**src/rtl/renkon_pkg.sv**
```systemverilog
// -----------------------------------------------------------------------------
// renkon_pkg
// Shared widths and the sequencer state encoding for the renkon line-buffer
// control path.
//   DWIDTH   : pixel data width
//   LWIDTH   : image / filter / pad size width
//   CNTWIDTH : window-count width, wide enough for odim*odim with odim on
//              LWIDTH+1 bits
//   state_e  : sequencer states, idle -> load -> (req -> feed -> next)* -> done
// -----------------------------------------------------------------------------
package renkon_pkg;

  localparam int DWIDTH   = 16;
  localparam int LWIDTH   = 10;
  localparam int CNTWIDTH = 2 * LWIDTH + 2;

  typedef enum logic [2:0] {
    S_IDLE,
    S_LOAD,
    S_REQ,
    S_FEED,
    S_NEXT,
    S_DONE
  } state_e;

endpackage : renkon_pkg

```
**src/rtl/renkon_win_counter.sv**
```systemverilog
// -----------------------------------------------------------------------------
// renkon_win_counter
// Row/column tag counter for output windows of one plane. Column wraps at
// odim-1 and bumps the row; a running count of windows is kept so the
// sequencer can verify that the line buffer produced a full plane.
//   clk, rst : clock, synchronous active-high reset
//   clr_i    : return row, col and count to zero (has priority over inc_i)
//   inc_i    : one window was emitted this cycle
//   odim_i   : output side length
//   row_o    : row tag of the next window
//   col_o    : column tag of the next window
//   count_o  : windows counted since the last clear
//   last_o   : current (row, col) is the bottom-right window of the plane
// -----------------------------------------------------------------------------
module renkon_win_counter
  import renkon_pkg::*;
(
  input  logic                clk,
  input  logic                rst,
  input  logic                clr_i,
  input  logic                inc_i,
  input  logic [LWIDTH:0]     odim_i,
  output logic [LWIDTH-1:0]   row_o,
  output logic [LWIDTH-1:0]   col_o,
  output logic [CNTWIDTH-1:0] count_o,
  output logic                last_o
);

  logic [LWIDTH-1:0]   row_q, row_d;
  logic [LWIDTH-1:0]   col_q, col_d;
  logic [CNTWIDTH-1:0] count_q, count_d;
  logic [LWIDTH:0]     odim_m1;
  logic                col_end;
  logic                row_end;

  assign odim_m1 = odim_i - (LWIDTH + 1)'(1);
  assign col_end = ({1'b0, col_q} == odim_m1);
  assign row_end = ({1'b0, row_q} == odim_m1);

  assign row_o   = row_q;
  assign col_o   = col_q;
  assign count_o = count_q;
  assign last_o  = col_end && row_end;

  always_comb begin
    // NOTE: every signal assigned here gets a default first, so no path
    // leaves it unassigned and no latch is inferred.
    row_d   = row_q;
    col_d   = col_q;
    count_d = count_q;
    if (clr_i) begin
      row_d   = '0;
      col_d   = '0;
      count_d = '0;
    end else if (inc_i) begin
      count_d = count_q + CNTWIDTH'(1);
      if (col_end) begin
        col_d = '0;
        row_d = row_q + LWIDTH'(1);
      end else begin
        col_d = col_q + LWIDTH'(1);
      end
    end
  end

  // NOTE: state registers use non-blocking assignments so every flop samples
  // the pre-edge value of every other flop, independent of block ordering.
  always_ff @(posedge clk) begin
    if (rst) begin
      row_q   <= '0;
      col_q   <= '0;
      count_q <= '0;
    end else begin
      row_q   <= row_d;
      col_q   <= col_d;
      count_q <= count_d;
    end
  end

endmodule : renkon_win_counter

```
**src/rtl/renkon_linebuf_ctrl.sv**
```systemverilog
// -----------------------------------------------------------------------------
// renkon_linebuf_ctrl
// Layer sequencer for renkon_linebuf_pad. Accepts one layer command and runs
// the line buffer once per input channel: latches geometry, pulses buf_req,
// streams feature-memory read addresses while the line buffer consumes pixels,
// tags emitted windows with (row, col, channel) and pulses ack at the end.
//   clk, rst        : clock, synchronous active-high reset
//   req / ack       : layer start (sampled in S_IDLE only) / one-cycle done
//   img_size, fil_size, pad_size, n_in, in_base : layer command
//   err             : sticky config / window-count error, cleared on req
//   buf_req         : one-cycle plane start to the line buffer
//   buf_*_size      : latched geometry for the line buffer
//   buf_ready/valid/ack : line buffer consume / window valid / plane done
//   mem_addr        : feature-memory read address (1-cycle read latency)
//   win_valid/row/col/ch/last : registered window tag for the MAC array
// -----------------------------------------------------------------------------
module renkon_linebuf_ctrl
  import renkon_pkg::*;
#(
  parameter int MEMWIDTH = 16,
  parameter int CHWIDTH  = 8
) (
  input  logic                clk,
  input  logic                rst,
  input  logic                req,
  output logic                ack,
  input  logic [LWIDTH-1:0]   img_size,
  input  logic [LWIDTH-1:0]   fil_size,
  input  logic [LWIDTH-1:0]   pad_size,
  input  logic [CHWIDTH-1:0]  n_in,
  input  logic [MEMWIDTH-1:0] in_base,
  output logic                err,
  output logic                buf_req,
  output logic [LWIDTH-1:0]   buf_img_size,
  output logic [LWIDTH-1:0]   buf_fil_size,
  output logic [LWIDTH-1:0]   buf_pad_size,
  input  logic                buf_ready,
  input  logic                buf_valid,
  input  logic                buf_ack,
  output logic [MEMWIDTH-1:0] mem_addr,
  output logic                win_valid,
  output logic [LWIDTH-1:0]   win_row,
  output logic [LWIDTH-1:0]   win_col,
  output logic [CHWIDTH-1:0]  win_ch,
  output logic                win_last
);

  localparam int PWIDTH = 2 * LWIDTH;

  state_e              state_q, state_d;
  logic [LWIDTH-1:0]   img_q, fil_q, pad_q;
  logic [CHWIDTH-1:0]  n_in_q;
  logic [MEMWIDTH-1:0] chan_base_q, chan_base_d;
  logic [PWIDTH-1:0]   plane_q;
  logic [LWIDTH:0]     odim_q;
  logic [PWIDTH-1:0]   pix_q, pix_d;
  logic [CHWIDTH-1:0]  ch_q, ch_d;
  logic                err_q, err_d;
  logic                latch_cfg;
  logic                load_derived;

  logic                win_valid_q, win_last_q;
  logic [LWIDTH-1:0]   win_row_q, win_col_q;
  logic [CHWIDTH-1:0]  win_ch_q;

  // Geometry derived from the latched command. span needs two extra bits
  // because img + 2*pad can exceed LWIDTH+1 bits.
  logic [LWIDTH+1:0]   span, fil_ext;
  logic                cfg_bad;
  logic [LWIDTH:0]     odim_calc;
  logic [PWIDTH-1:0]   plane_calc;
  logic [CNTWIDTH-1:0] odim_sq;

  logic                feeding;
  logic                win_inc;
  logic                pix_at_end;
  logic                last_ch;
  logic [LWIDTH-1:0]   cnt_row, cnt_col;
  logic [CNTWIDTH-1:0] cnt_count;
  logic                cnt_last;

  assign span       = {2'b00, img_q} + {1'b0, pad_q, 1'b0};
  assign fil_ext    = {2'b00, fil_q};
  assign cfg_bad    = (fil_q == '0) || (fil_ext > span);
  assign odim_calc  = (LWIDTH + 1)'(span - fil_ext + (LWIDTH + 2)'(1));
  assign plane_calc = PWIDTH'(img_q) * PWIDTH'(img_q);
  assign odim_sq    = CNTWIDTH'(odim_q) * CNTWIDTH'(odim_q);

  assign feeding    = (state_q == S_FEED);
  assign win_inc    = feeding && buf_valid;
  // Saturate one short of the plane end so a late buf_ready re-reads the
  // last pixel instead of stepping into the next channel's plane.
  assign pix_at_end = ((pix_q + PWIDTH'(1)) >= plane_q);
  assign last_ch    = (ch_q == n_in_q - CHWIDTH'(1));

  renkon_win_counter u_win_counter (
    .clk     (clk),
    .rst     (rst),
    .clr_i   ((state_q == S_LOAD) || (state_q == S_NEXT)),
    .inc_i   (win_inc),
    .odim_i  (odim_q),
    .row_o   (cnt_row),
    .col_o   (cnt_col),
    .count_o (cnt_count),
    .last_o  (cnt_last)
  );

  always_comb begin
    state_d      = state_q;
    chan_base_d  = chan_base_q;
    pix_d        = pix_q;
    ch_d         = ch_q;
    err_d        = err_q;
    latch_cfg    = 1'b0;
    load_derived = 1'b0;
    unique case (state_q)
      S_IDLE: begin
        if (req) begin
          latch_cfg   = 1'b1;
          err_d       = 1'b0;
          chan_base_d = in_base;
          ch_d        = '0;
          pix_d       = '0;
          state_d     = S_LOAD;
        end
      end
      S_LOAD: begin
        load_derived = 1'b1;
        if (n_in_q == '0) begin
          state_d = S_DONE;
        end else if (cfg_bad) begin
          err_d   = 1'b1;
          state_d = S_DONE;
        end else begin
          state_d = S_REQ;
        end
      end
      S_REQ: begin
        pix_d   = '0;
        state_d = S_FEED;
      end
      S_FEED: begin
        if (buf_ready && !pix_at_end) begin
          pix_d = pix_q + PWIDTH'(1);
        end
        if (buf_ack) begin
          state_d = S_NEXT;
        end
      end
      S_NEXT: begin
        if (cnt_count != odim_sq) begin
          err_d = 1'b1;
        end
        chan_base_d = chan_base_q + MEMWIDTH'(plane_q);
        ch_d        = ch_q + CHWIDTH'(1);
        state_d     = last_ch ? S_DONE : S_REQ;
      end
      S_DONE: begin
        state_d = S_IDLE;
      end
      default: begin
        state_d = S_IDLE;
      end
    endcase
  end

  always_ff @(posedge clk) begin
    if (rst) begin
      state_q     <= S_IDLE;
      img_q       <= '0;
      fil_q       <= '0;
      pad_q       <= '0;
      n_in_q      <= '0;
      chan_base_q <= '0;
      plane_q     <= '0;
      odim_q      <= '0;
      pix_q       <= '0;
      ch_q        <= '0;
      err_q       <= 1'b0;
      win_valid_q <= 1'b0;
      win_last_q  <= 1'b0;
      win_row_q   <= '0;
      win_col_q   <= '0;
      win_ch_q    <= '0;
    end else begin
      state_q     <= state_d;
      chan_base_q <= chan_base_d;
      pix_q       <= pix_d;
      ch_q        <= ch_d;
      err_q       <= err_d;
      if (latch_cfg) begin
        img_q  <= img_size;
        fil_q  <= fil_size;
        pad_q  <= pad_size;
        n_in_q <= n_in;
      end
      if (load_derived) begin
        plane_q <= plane_calc;
        odim_q  <= odim_calc;
      end
      win_valid_q <= win_inc;
      win_last_q  <= win_inc && cnt_last && last_ch;
      if (win_inc) begin
        win_row_q <= cnt_row;
        win_col_q <= cnt_col;
        win_ch_q  <= ch_q;
      end
    end
  end

  // The address looks ahead by the current consume so that, with the
  // memory's one-cycle latency, the next cycle's buf_input is the next pixel.
  assign mem_addr = ((state_q == S_REQ) || feeding) ?
                    chan_base_q + MEMWIDTH'(pix_d) : '0;

  assign ack          = (state_q == S_DONE);
  assign buf_req      = (state_q == S_REQ);
  assign err          = err_q;
  assign buf_img_size = img_q;
  assign buf_fil_size = fil_q;
  assign buf_pad_size = pad_q;
  assign win_valid    = win_valid_q;
  assign win_row      = win_row_q;
  assign win_col      = win_col_q;
  assign win_ch       = win_ch_q;
  assign win_last     = win_last_q;

endmodule : renkon_linebuf_ctrl
```
**config.mk**
```make
export PLATFORM = sky130hd
export DESIGN_NAME = renkon_linebuf_ctrl
export DESIGN_NICKNAME = d
export VERILOG_FILES = /design/src/rtl/renkon_pkg.sv /design/src/rtl/renkon_win_counter.sv /design/src/rtl/renkon_linebuf_ctrl.sv
export SDC_FILE = /design/constraint.sdc
export NUM_CORES = 1
export LEC_CHECK = 0
export ABC_AREA = 1
export CAP_MARGIN = 10
export CELL_PAD_IN_SITES_DETAIL_PLACEMENT = 0
export CELL_PAD_IN_SITES_GLOBAL_PLACEMENT = 2
export CORE_MARGIN = 2
export CORE_UTILIZATION = 35
export CTS_BUF_LIST = sky130_fd_sc_hd__clkbuf_4 sky130_fd_sc_hd__clkbuf_8
export DETAILED_ROUTE_END_ITERATION = 6
export PLACE_DENSITY_LB_ADDON = 0.15
export SLEW_MARGIN = 10
export SYNTH_ARGS = -nofsm -noshare
export SYNTH_HDL_FRONTEND = slang
export SYNTH_SLANG_ARGS = --single-unit
```
**constraint.sdc**
```tcl
create_clock -name clk -period 7.13 [get_ports clk]
set_input_delay 0.713 -clock clk [delete_from_list [all_inputs] [get_ports clk]]
set_output_delay 0.713 -clock clk [all_outputs]
set_load 0.02 [all_outputs]
```
==> summary.txt <==
Run status
  – Status: complete, no violations

Worst setup path
  – Cell count of the worst reg-to-reg path: 24
  – Crit-path max FO: 13
  – Crit path from: pix_q[0]
  – Critical path's top delay family: simple AND/OR/NAND/NOR gates
  – RR Startpoint: odim_q[2]
  – Type of destination of the critical path: output port
  – Critical R2R Capture: err
  – Critical Path RT: 6420 ps
  – CP dominant cell by count: nand2_1
  – Critical Path Sink: mem_addr[13]
  – Largest stage delay, worst path: 420 ps
  – Worst Path Arrival: 5800 ps
  – Reg2reg setup slack: 1350 ps
  – WS Path Type: reg -> out
  – Setup crit start kind: flop
  – Worst path depth: 30
  – Slowest stage cell, crit path: dfxtp_1
  – Buf/Inv on CP: 3

Final layout
  – Area growth syn-to-layout: 13.8%
  – Non-filler cells, final: 3331
  – Nets: 3000
  – Share of cells above drive strength 1: 4.68%
  – Finished Core Util: 40.3%
  – Design area: 0.0207 mm²

Power and ir drop
  – Pwr Total: 6.24 mW
  – Pint: 3.01 mW
  – Worst vdd ir: 142 µV
  – Clock network fraction of design power: 12.3%
  – Leakage power: 10.2 nW
  – Part of the power in registers: 24.1%
  – Combinational power share: 63.6%
  – Power density cells: 302 mW/mm²
  – Switch Pwr: 3.24 mW
  – Sw frac: 51.9%

Floorplan
  – Rows: 83
  – Die height: 232 µm
  – I/O pin count: 139
  – Initial Util: 35.4%
  – Die area: 0.0538 mm²
  – Core area: 0.0514 mm²
  – Die W: 232 µm

Timing
  – Setup Viol. Count Final: 0
  – RSZ-0062 raised after global routing: false
  – Max_slew headroom: 31.3%
  – Final setup TNS: 0 ps
  – Fmax: 154 MHz
  – Final period utilization: 91.3%
  – Slew Viols, Final: 0
  – Actual slew at the worst max-slew pin: 1030 ps
  – Clock Skews: 20.0 ps
  – Post-layout min period: 6510 ps
  – Fin. Hold Viols: 0

Clock network
  – CTS Hold Buffers Added: 0
  – CTS tree: built
  – Postcts setup bufs: 0
  – Clock slew at reported path FFs: 120 ps
  – Root Driver: clkbuf_8
  – CTS Buf Count: 17
  – Clock insertion delay at the later pin of the skew report: 570 ps
  – Clock sink count: 188
  – Bufs on Longest Clock Path: 2
  – Max H-tree Level: 4

Route
  – Routed len/inst: 16.0 µm
  – Via count: 16023
  – ANT nets after route: 0
  – First-pass DRT Iterations: 4
  – Post-Route WL: 53400 µm
  – DR iter-0 viols: 662
  – DRC errors left: 0
  – Via density: 4.81

Yosys
  – #FFs+latches synth: 188
  – Post-synth EDFFs: 0
  – Register area share after synthesis: 20.7%
  – Count leader, synth: nand2_1
  – Netlist cell types: 64
  – Cells after Synth: 2536
  – Top FF cell, synth: dfxtp_1
  – Dominant cell type by area after synthesis: dfxtp_1
  – Top-area cell type share of the netlist area: 20.7%
  – Mean area per synthesized cell: 7.18 µm²
  – Syn_nets: 2901
  – Post-Syn Area: 0.0182 mm²
  – Main area contributors after synthesis: dfxtp_1, ha_1, fa_1
  – Fraction of registers with async set/reset: 0%
  – Syn. warnings: 0
  – Post-synth top cells: nand2_1, inv_1, a21oi_1

Flow run
  – Number of max-cap violations: 0

Place
  – Placed cell areas: 0.0203 mm²
  – Final HPWL DP: 42800 µm
  – Input/output buffers: 138
  – Post-Place Cells: 3296
  – GP Congestion: 0.838

Global route
  – First-pass GRT wire length: 86500 µm
  – Total congestion overflow: 0
  – Vias in the first global route: 16378
  – Initial antenna violation count: 3
  – Total GRT Usage: 20.6%
  – Pin count of the biggest net entering global routing: 77

Worst hold path
  – Hold Crit Class: reg -> reg
==> worst min-delay path by stage <==
stage	slack, ps	from	to	cells after the start
after global placement	460	win_col[1]	win_col[1]	2
final	470	win_ch[1]	win_ch[1]	2
after detailed placement	460	win_col[2]	win_col[2]	2
after global routing	500	win_col[8]	win_col[8]	2
after CTS	480	win_ch[1]	win_ch[1]	2
after floorplan	450	ch_q[5]	ch_q[5]	2
==> worst register-to-register path: cells and delay by family (launching register included) <==
| kind | cells | cell delay (ps) |
|---|---|---|
| AOI/OAI and AO/OA | 2 | 410 |
| adders and majority gates | 6 | 3000 |
| buffers and inverters | 5 | 250 |
| DFF | 1 | 750 |
| and+or+nand+nor | 11 | 1280 |
==> power groups by stage <==
stage                     Sequential [mW]  Clock, mW  Combinational [mW]
after floorplan                      1.42          0                2.96
after global placement               1.54          0                3.99
after detailed placement             1.54          0                4.01
after CTS                            1.51      0.808                4.05
after global routing                 1.54      0.848                4.56
final                                1.50      0.767                3.97
==> sequential cells by signal, summed over array words and instances (netlist names), 10 cells and up <==
register               flops
u_win_counter.count_o     22
pix_q                     20
plane_q                   19
chan_base_q               16
odim_q                    11
buf_fil_size              10
buf_img_size              10
buf_pad_size              10
u_win_counter.col_o       10
u_win_counter.row_o       10
win_col                   10
win_row                   10
==> cell families after synthesis <==
family | count (synthesis) | share of synthesized area [%]
buffers and inverters | 542 | 11.3
adders and majority gates | 305 | 25.6
DFF | 188 | 20.7
AOI/OAI and AO/OA | 460 | 13.6
xor gates and xnor gates | 130 | 6.68
and+or+nand+nor | 911 | 22.1
==> stage by stage <==
stage	hold slack [ps]	setup WS (ps)
after global placement	458	388
after detailed placement	461	226
after CTS	477	2.30
after global routing	500	34.1
after floorplan	453	1680
final	472	617
==> layer usage <==
layer / share of wire [%] / vias to the layer above / global-route usage, % / routed length [µm]
met2: 52 / 124 / 38.3 / 27800
met4: 2.3 / 0 / 6.03 / 1210
met3: 2.0 / 48 / 2.98 / 1060
met5: 0 / - / 0 / 0
met1: 44 / 7561 / 24.3 / 23300
li1: - / 8290 / - / -
==> cells in the final DEF (no fill, tap or decap), types with 9 or more instances in the layout <==
cell             count
o21ai_0            129
a22oi_1             10
nand2_1            539
xnor2_1             26
a21oi_1            238
clkbuf_8            18
a31oi_1             16
dfxtp_1            188
a21o_1               9
nor2_1             134
ha_1               191
clkdlybuf4s50_1    129
nand4_1             38
xor2_1              96
inv_1              454
o21ai_1             17
nand3_1             91
nor3_1              36
fa_1               113
buf_4               16
inv_2                9
==> what timing repair did <==
item | CTS | global route
gates resized for setup | 4 | 15
pin swaps | 0 | 0
endpoints found under the setup margin | 9 | 10
==> cell type report <==
| type | count | area [µm²] |
|---|---|---|
| tap | 680 | 851 |
| clock inverter | 14 | 154 |
| fill | 5479 | 30700 |
| multi-input combinational | 1806 | 12400 |
| antenna | 3 | 7.51 |
| sequential | 188 | 3760 |
| timing repair buffer | 155 | 1520 |
| clock buffer | 18 | 248 |
| inverter | 467 | 1760 |
No activity file was read; power rests on OpenSTA's default activity.
